`src/rtl/digit_scan4.sv`:
```
// Four-digit multiplexed 7-segment scan controller with a double-buffered display register.
// Optional build macro LEADING_ZERO_BLANK_EN darkens leading zero digits (3..1).
module digit_scan4 #(
    parameter int PRESCALE     = 50000,
    parameter int BLANK_CYCLES = 16
) (
    input  logic        clk,
    input  logic        reset,
    input  logic        en,
    input  logic        load,
    input  logic [15:0] data,
    input  logic [3:0]  dp_in,
    output logic [1:0]  sel,
    output logic [6:0]  seg,
    output logic        dp,
    output logic        blank,
    output logic        frame_done,
    output logic [1:0]  o_dbg_state
);

    localparam int CNT_MAX = (PRESCALE > BLANK_CYCLES) ? PRESCALE : BLANK_CYCLES;
    localparam int CNT_W   = $clog2((CNT_MAX > 2) ? CNT_MAX : 2);

    localparam logic [CNT_W-1:0] SHOW_LAST = CNT_W'(PRESCALE - 1);
    localparam logic [CNT_W-1:0] GAP_LAST  = (BLANK_CYCLES == 0) ? '0 : CNT_W'(BLANK_CYCLES - 1);

    typedef enum logic [1:0] {
        ST_IDLE = 2'd0,
        ST_SHOW = 2'd1,
        ST_GAP  = 2'd2
    } state_t;

    state_t             r_state;
    logic [CNT_W-1:0]   r_cnt;
    logic [1:0]         r_sel;
    logic [6:0]         r_seg;
    logic               r_dp;
    logic               r_blank;
    logic               r_frame_done;
    logic [19:0]        r_pending;
    logic [19:0]        r_display;

    state_t             w_state_nx;
    logic [CNT_W-1:0]   w_cnt_nx;
    logic [1:0]         w_sel_nx;
    logic               w_wrap;
    logic               w_take;
    logic [19:0]        w_pending_nx;
    logic [19:0]        w_display_nx;
    logic [3:0]         w_nib;
    logic [3:0]         w_dp_vec;
    logic               w_dp_bit;
    logic               w_lz;
    logic [6:0]         w_seg_nx;
    logic               w_dp_nx;
    logic               w_blank_nx;

    function automatic logic [6:0] hex7(input logic [3:0] n);
        logic [6:0] s;
        case (n)
            4'h0: s = 7'h3F;
            4'h1: s = 7'h06;
            4'h2: s = 7'h5B;
            4'h3: s = 7'h4F;
            4'h4: s = 7'h66;
            4'h5: s = 7'h6D;
            4'h6: s = 7'h7D;
            4'h7: s = 7'h07;
            4'h8: s = 7'h7F;
            4'h9: s = 7'h6F;
            4'hA: s = 7'h77;
            4'hB: s = 7'h7C;
            4'hC: s = 7'h39;
            4'hD: s = 7'h5E;
            4'hE: s = 7'h79;
            default: s = 7'h71;
        endcase
        return s;
    endfunction

    // Scan sequencing: en low wins from any state; a wrap is sel 3->0 inside a running scan.
    always_comb begin
        w_state_nx = r_state;
        w_cnt_nx   = r_cnt;
        w_sel_nx   = r_sel;
        w_wrap     = 1'b0;
        w_take     = 1'b0;
        if (!en) begin
            w_state_nx = ST_IDLE;
            w_cnt_nx   = '0;
            w_sel_nx   = 2'd0;
        end else begin
            case (r_state)
                ST_IDLE: begin
                    w_state_nx = ST_SHOW;
                    w_cnt_nx   = '0;
                    w_sel_nx   = 2'd0;
                    w_take     = 1'b1;
                end
                ST_SHOW: begin
                    if (r_cnt == SHOW_LAST) begin
                        w_cnt_nx = '0;
                        if (BLANK_CYCLES == 0) begin
                            w_sel_nx = r_sel + 2'd1;
                            w_wrap   = (r_sel == 2'd3);
                            w_take   = (r_sel == 2'd3);
                        end else begin
                            w_state_nx = ST_GAP;
                        end
                    end else begin
                        w_cnt_nx = r_cnt + CNT_W'(1);
                    end
                end
                ST_GAP: begin
                    if (r_cnt == GAP_LAST) begin
                        w_state_nx = ST_SHOW;
                        w_cnt_nx   = '0;
                        w_sel_nx   = r_sel + 2'd1;
                        w_wrap     = (r_sel == 2'd3);
                        w_take     = (r_sel == 2'd3);
                    end else begin
                        w_cnt_nx = r_cnt + CNT_W'(1);
                    end
                end
                default: begin
                    w_state_nx = ST_IDLE;
                    w_cnt_nx   = '0;
                    w_sel_nx   = 2'd0;
                end
            endcase
        end
    end

    // load is a fire-and-forget strobe (no ready): it always lands in pending, and
    // a load on a display-update edge bypasses straight into the new frame.
    always_comb begin
        w_pending_nx = load ? {dp_in, data} : r_pending;
        w_display_nx = w_take ? w_pending_nx : r_display;
        w_dp_vec     = w_display_nx[19:16];
        w_dp_bit     = w_dp_vec[w_sel_nx];
        case (w_sel_nx)
            2'd0:    w_nib = w_display_nx[3:0];
            2'd1:    w_nib = w_display_nx[7:4];
            2'd2:    w_nib = w_display_nx[11:8];
            default: w_nib = w_display_nx[15:12];
        endcase
    end

    always_comb begin
        w_lz = 1'b0;
`ifdef LEADING_ZERO_BLANK_EN
        case (w_sel_nx)
            2'd3:    w_lz = (w_display_nx[15:12] == 4'h0);
            2'd2:    w_lz = (w_display_nx[15:8] == 8'h00);
            2'd1:    w_lz = (w_display_nx[15:4] == 12'h000);
            default: w_lz = 1'b0;
        endcase
`else
        w_lz = 1'b0;
`endif
    end

    // Outputs are computed from next-state values so seg/dp move together with sel.
    always_comb begin
        w_seg_nx   = 7'h00;
        w_dp_nx    = 1'b0;
        w_blank_nx = 1'b1;
        if (w_state_nx == ST_SHOW) begin
            w_blank_nx = 1'b0;
            w_seg_nx   = w_lz ? 7'h00 : hex7(w_nib);
            w_dp_nx    = w_dp_bit;
        end
    end

    always_ff @(posedge clk or posedge reset) begin
        if (reset) begin
            r_state      <= ST_IDLE;
            r_cnt        <= '0;
            r_sel        <= 2'd0;
            r_seg        <= 7'h00;
            r_dp         <= 1'b0;
            r_blank      <= 1'b1;
            r_frame_done <= 1'b0;
            r_pending    <= '0;
            r_display    <= '0;
        end else begin
            r_state      <= w_state_nx;
            r_cnt        <= w_cnt_nx;
            r_sel        <= w_sel_nx;
            r_seg        <= w_seg_nx;
            r_dp         <= w_dp_nx;
            r_blank      <= w_blank_nx;
            r_frame_done <= w_wrap;
            r_pending    <= w_pending_nx;
            r_display    <= w_display_nx;
        end
    end

    assign sel         = r_sel;
    assign seg         = r_seg;
    assign dp          = r_dp;
    assign blank       = r_blank;
    assign frame_done  = r_frame_done;
    assign o_dbg_state = r_state;

endmodule

```
`config.mk`:
```
export PLATFORM = sky130hd
export DESIGN_NAME = digit_scan4
export DESIGN_NICKNAME = d
export VERILOG_FILES = /design/src/rtl/digit_scan4.sv
export SDC_FILE = /design/constraint.sdc
export NUM_CORES = 1
export LEC_CHECK = 0
export BUFFER_PORTS_ARGS = -buffer_cell sky130_fd_sc_hd__buf_2
export CAP_MARGIN = 5
export CORE_ASPECT_RATIO = 1.4
export CORE_MARGIN = 2
export CORE_UTILIZATION = 62
export CTS_CLUSTER_DIAMETER = 60
export DETAILED_ROUTE_END_ITERATION = 7
export PLACE_DENSITY = 0.9
export SLEW_MARGIN = 30
export SYNTH_ARGS = -nofsm -noshare
export SYNTH_HDL_FRONTEND = slang
export SYNTH_SLANG_ARGS = --single-unit
```
`constraint.sdc`:
```
create_clock -name clk -period 8.7 [get_ports clk]
set_clock_uncertainty 0.2 [all_clocks]
set_input_delay 0.87 -clock clk [delete_from_list [all_inputs] [get_ports clk]]
set_output_delay 0.87 -clock clk [all_outputs]
set_load 0.005 [all_outputs]
```
==> results.toml <==
[run_status]
status = "finished clean"

[global_route]
overflow = 0
grt_max_degree = 71
track_usage_pct = 23.9
first_global_vias = 2351
grt_pass1_wl_um = 10700
grt_antenna_before_repair = 0

[clocking]
htree_levels = 3
cts_setup_buffers = 0
ctsRootBufferMaster = "clkbuf_8"
numCtsBuffers = 9
cts_buffer_depth = 2
clkTransAtPathRegs_ns = 0.07
insertion_delay_ns = 0.35
cts_tree = "built"
cts_sinks = 70
cts_resized = 0
ctsHoldBuffers = 0

[floorplanning]
die_area_mm2 = 0.00598
pin_count = 38
fp.dieW_um = 65.9
die_h_um = 90.7
core_area_mm2 = 0.00516
num_rows = 31
initial_core_util_pct = 64.5

[sta]
period_needed_ns = 4.43
hold_violations = 0
post-route-worst-setup-slack_ns = 4.27
relSlewSlack_pct = 34.1
tightest_slew_ns = 0.989
rsz0062_at_grt = "false"
final_max_slew_viol_count = 0
fmax_mhz = 226
setup_violations = 0
fin_setup_tns_ns = 0
fin_crit_sh_pct = 51.0

[worst_setup_path]
cp-end-kind = "register"
crit_type = "register to register"
cp_cell_sequence = "or4_4 > or3_4 > o31ai_4 > buf_6 > mux2_2 > or3b_1 > a32oi_1 > inv_1 > a31oi_1 > a21oi_1"
r2r-start = "r_cnt[8]"
critical-path-top-delay-family = "compound AO/OA/AOI/OAI gates"
crit_start = "r_cnt[8]"
critPathMaxFanout = 16
crit_required_ns = 8.72
worst_ep_arrival_time_ns = 4.45
crit_buf_inv = 2
start_kind = "register"
slowest_delay_ns = 0.80
cpMaxStageDelayCell = "a32oi_1"

[placement]
port_buffers = 37
place_area_mm2 = 0.00355
dpl_worst_slack_ns = 4.07
routabilityCongestion = 0.799
hpwlAfterDp_um = 4330
placed_cells = 380

[worst_hold_path]
hold_class = "register to register"
min_from = "r_cnt[0]"

[synthesis]
synth_ff_type = "dfrtp_1"
synth_seq_cells = 70
synth_area_mm2 = 0.00333
ys_warn_count = 0
synthArstFlopShare_pct = 100
yosysTopAreaCell = "dfrtp_1"
ys_seq_area_share_pct = 52.6
synth.area.top_cells = "dfrtp_1, mux2_2, ha_1"
ys_types = 47
synth_edf_count = 0
synth_nets = 322
postSynthAreaPerCell_um2 = 11.6
synthCells = 286
synth_top_cell_area_share_pct = 51.9

[power_and_ir_drop]
p_per_area_mw_per_mm2 = 202
pwr-share-clk_pct = 34.8
p_switching_w = 0.000202
ir_drop_uv = 129
intPower_w = 0.000558
comb_power_share_pct = 16.5
p_leak_nw = 1.72
pwr-share-seq_pct = 48.6
switching_share_pct = 26.6

[finish]
nets = 362
fill_cells = 341
seq_area_mm2 = 0.00175
diodes = 0
instances_no_fill = 397
final_cell_mix = "dfrtp_1, buf_2, mux2_2"
finalInstanceArea_mm2 = 0.00377
mostFrequentLayoutCell = "dfrtp_1"
area_growth_pct = 13.2
drive_above_1_share_pct = 29.0
multi_input_area_mm2 = 0.00146

[routing]
ant_nets = 0
dr.first_iter.drc_count = 126
routed_via_density = 5.73
drt_wl_total_um = 6390
drc = 0
vias = 2273
first_pass_iters = 5
wire_per_inst_um = 16.1

[job]
maxCapViolations = 0
-- final cells by class --
cell class | count | area share (%)
inverter | 17 | 1.69
clock inverter | 5 | 1.56
timing repair buffer | 39 | 5.51
tap | 66 | 2.19
multi-input combinational | 189 | 38.8
sequential | 70 | 46.5
clock buffer | 11 | 3.75
-- worst reg2reg max path: cells and delay by family (launching register included) --
| kind | cells | cell delay [ns] |
|---|---|---|
| compound gates | 4 | 1.55 |
| buf+inv | 2 | 0.45 |
| flops | 1 | 0.45 |
| mux | 1 | 0.36 |
| simple gates | 3 | 1.29 |
-- sequential cells by signal, summed over array words and instances (netlist names) --
| name | count |
|---|---|
| r_cnt | 16 |
| r_pending | 20 |
| blank | 1 |
| dp | 1 |
| frame_done | 1 |
| o_dbg_state | 2 |
| r_display | 20 |
| sel | 2 |
| seg | 7 |
-- per-layer routing --
layer	vias to the layer above	GRT usage, %	part of all wire, %
li1	1084	-	-
met1	1104	26.0	37
met2	65	42.1	55
met3	20	6.48	4.5
met4	0	11.1	3.5
met5	-	0	0
-- kinds of logic after synthesis --
logic type               synth area share (%)
AND/OR/NAND/NOR                          11.8
XOR/XNOR                                 3.68
adder cells (fa/ha/maj)                  4.51
multiplexers                             15.5
buffers and inverters                    3.65
AO/OA/AOI/OAI                            8.19
flip-flops                               52.6
-- path summary, 6_finish.rpt --
check / slack, ns / endpoint / cells after the start
min reg2reg: 0.27 / r_cnt[0] / 1
max reg2reg: 4.27 / seg[0] / 10
max in group asynchronous: 7.41 / sel[1] / 3
min: 0.27 / r_cnt[0] / 1
max: 4.27 / seg[0] / 10
min in group asynchronous: 0.44 / r_cnt[5] / 3
-- Yosys cell counts (2+ instances only) --
cell,number
a211o_1,3
a21o_1,2
a21oi_1,8
a221oi_1,3
a311oi_1,2
a31oi_1,4
and3_1,6
buf_6,2
clkbuf_1,5
dfrtp_1,69
ha_1,12
inv_1,17
mux2_1,2
mux2_2,31
mux2i_1,13
nand2_1,13
nand2b_1,2
nand3_1,8
nand4_1,3
nor2_1,29
nor2b_1,3
nor3_1,5
o21ai_0,7
or3b_1,2
xnor2_1,6
xor2_1,8
-- through the flow --
| step | utilization [%] | total power [W] | hold WS (ns) |
|---|---|---|---|
| after detailed placement | 68.8 | 0.000500 | 0.261 |
| after floorplan | - | 0.000468 | 0.225 |
| final | 73.1 | 0.000760 | 0.265 |
| after global placement | 68.8 | 0.000491 | 0.242 |
| after global routing | 73.1 | 0.000795 | 0.285 |
| after CTS | 72.6 | 0.000764 | 0.269 |
-- power by group through the flow --
stage,clock network (W),logic (W),registers [W]
2_1_floorplan,0,0.0000941,0.000374
3_3_place_gp,0,0.000118,0.000374
3_5_place_dp,0,0.000124,0.000376
4_1_cts,0.000268,0.000126,0.000370
5_1_grt,0.000282,0.000140,0.000373
6_report,0.000264,0.000126,0.000369
Power figures use the tool's default switching activity.
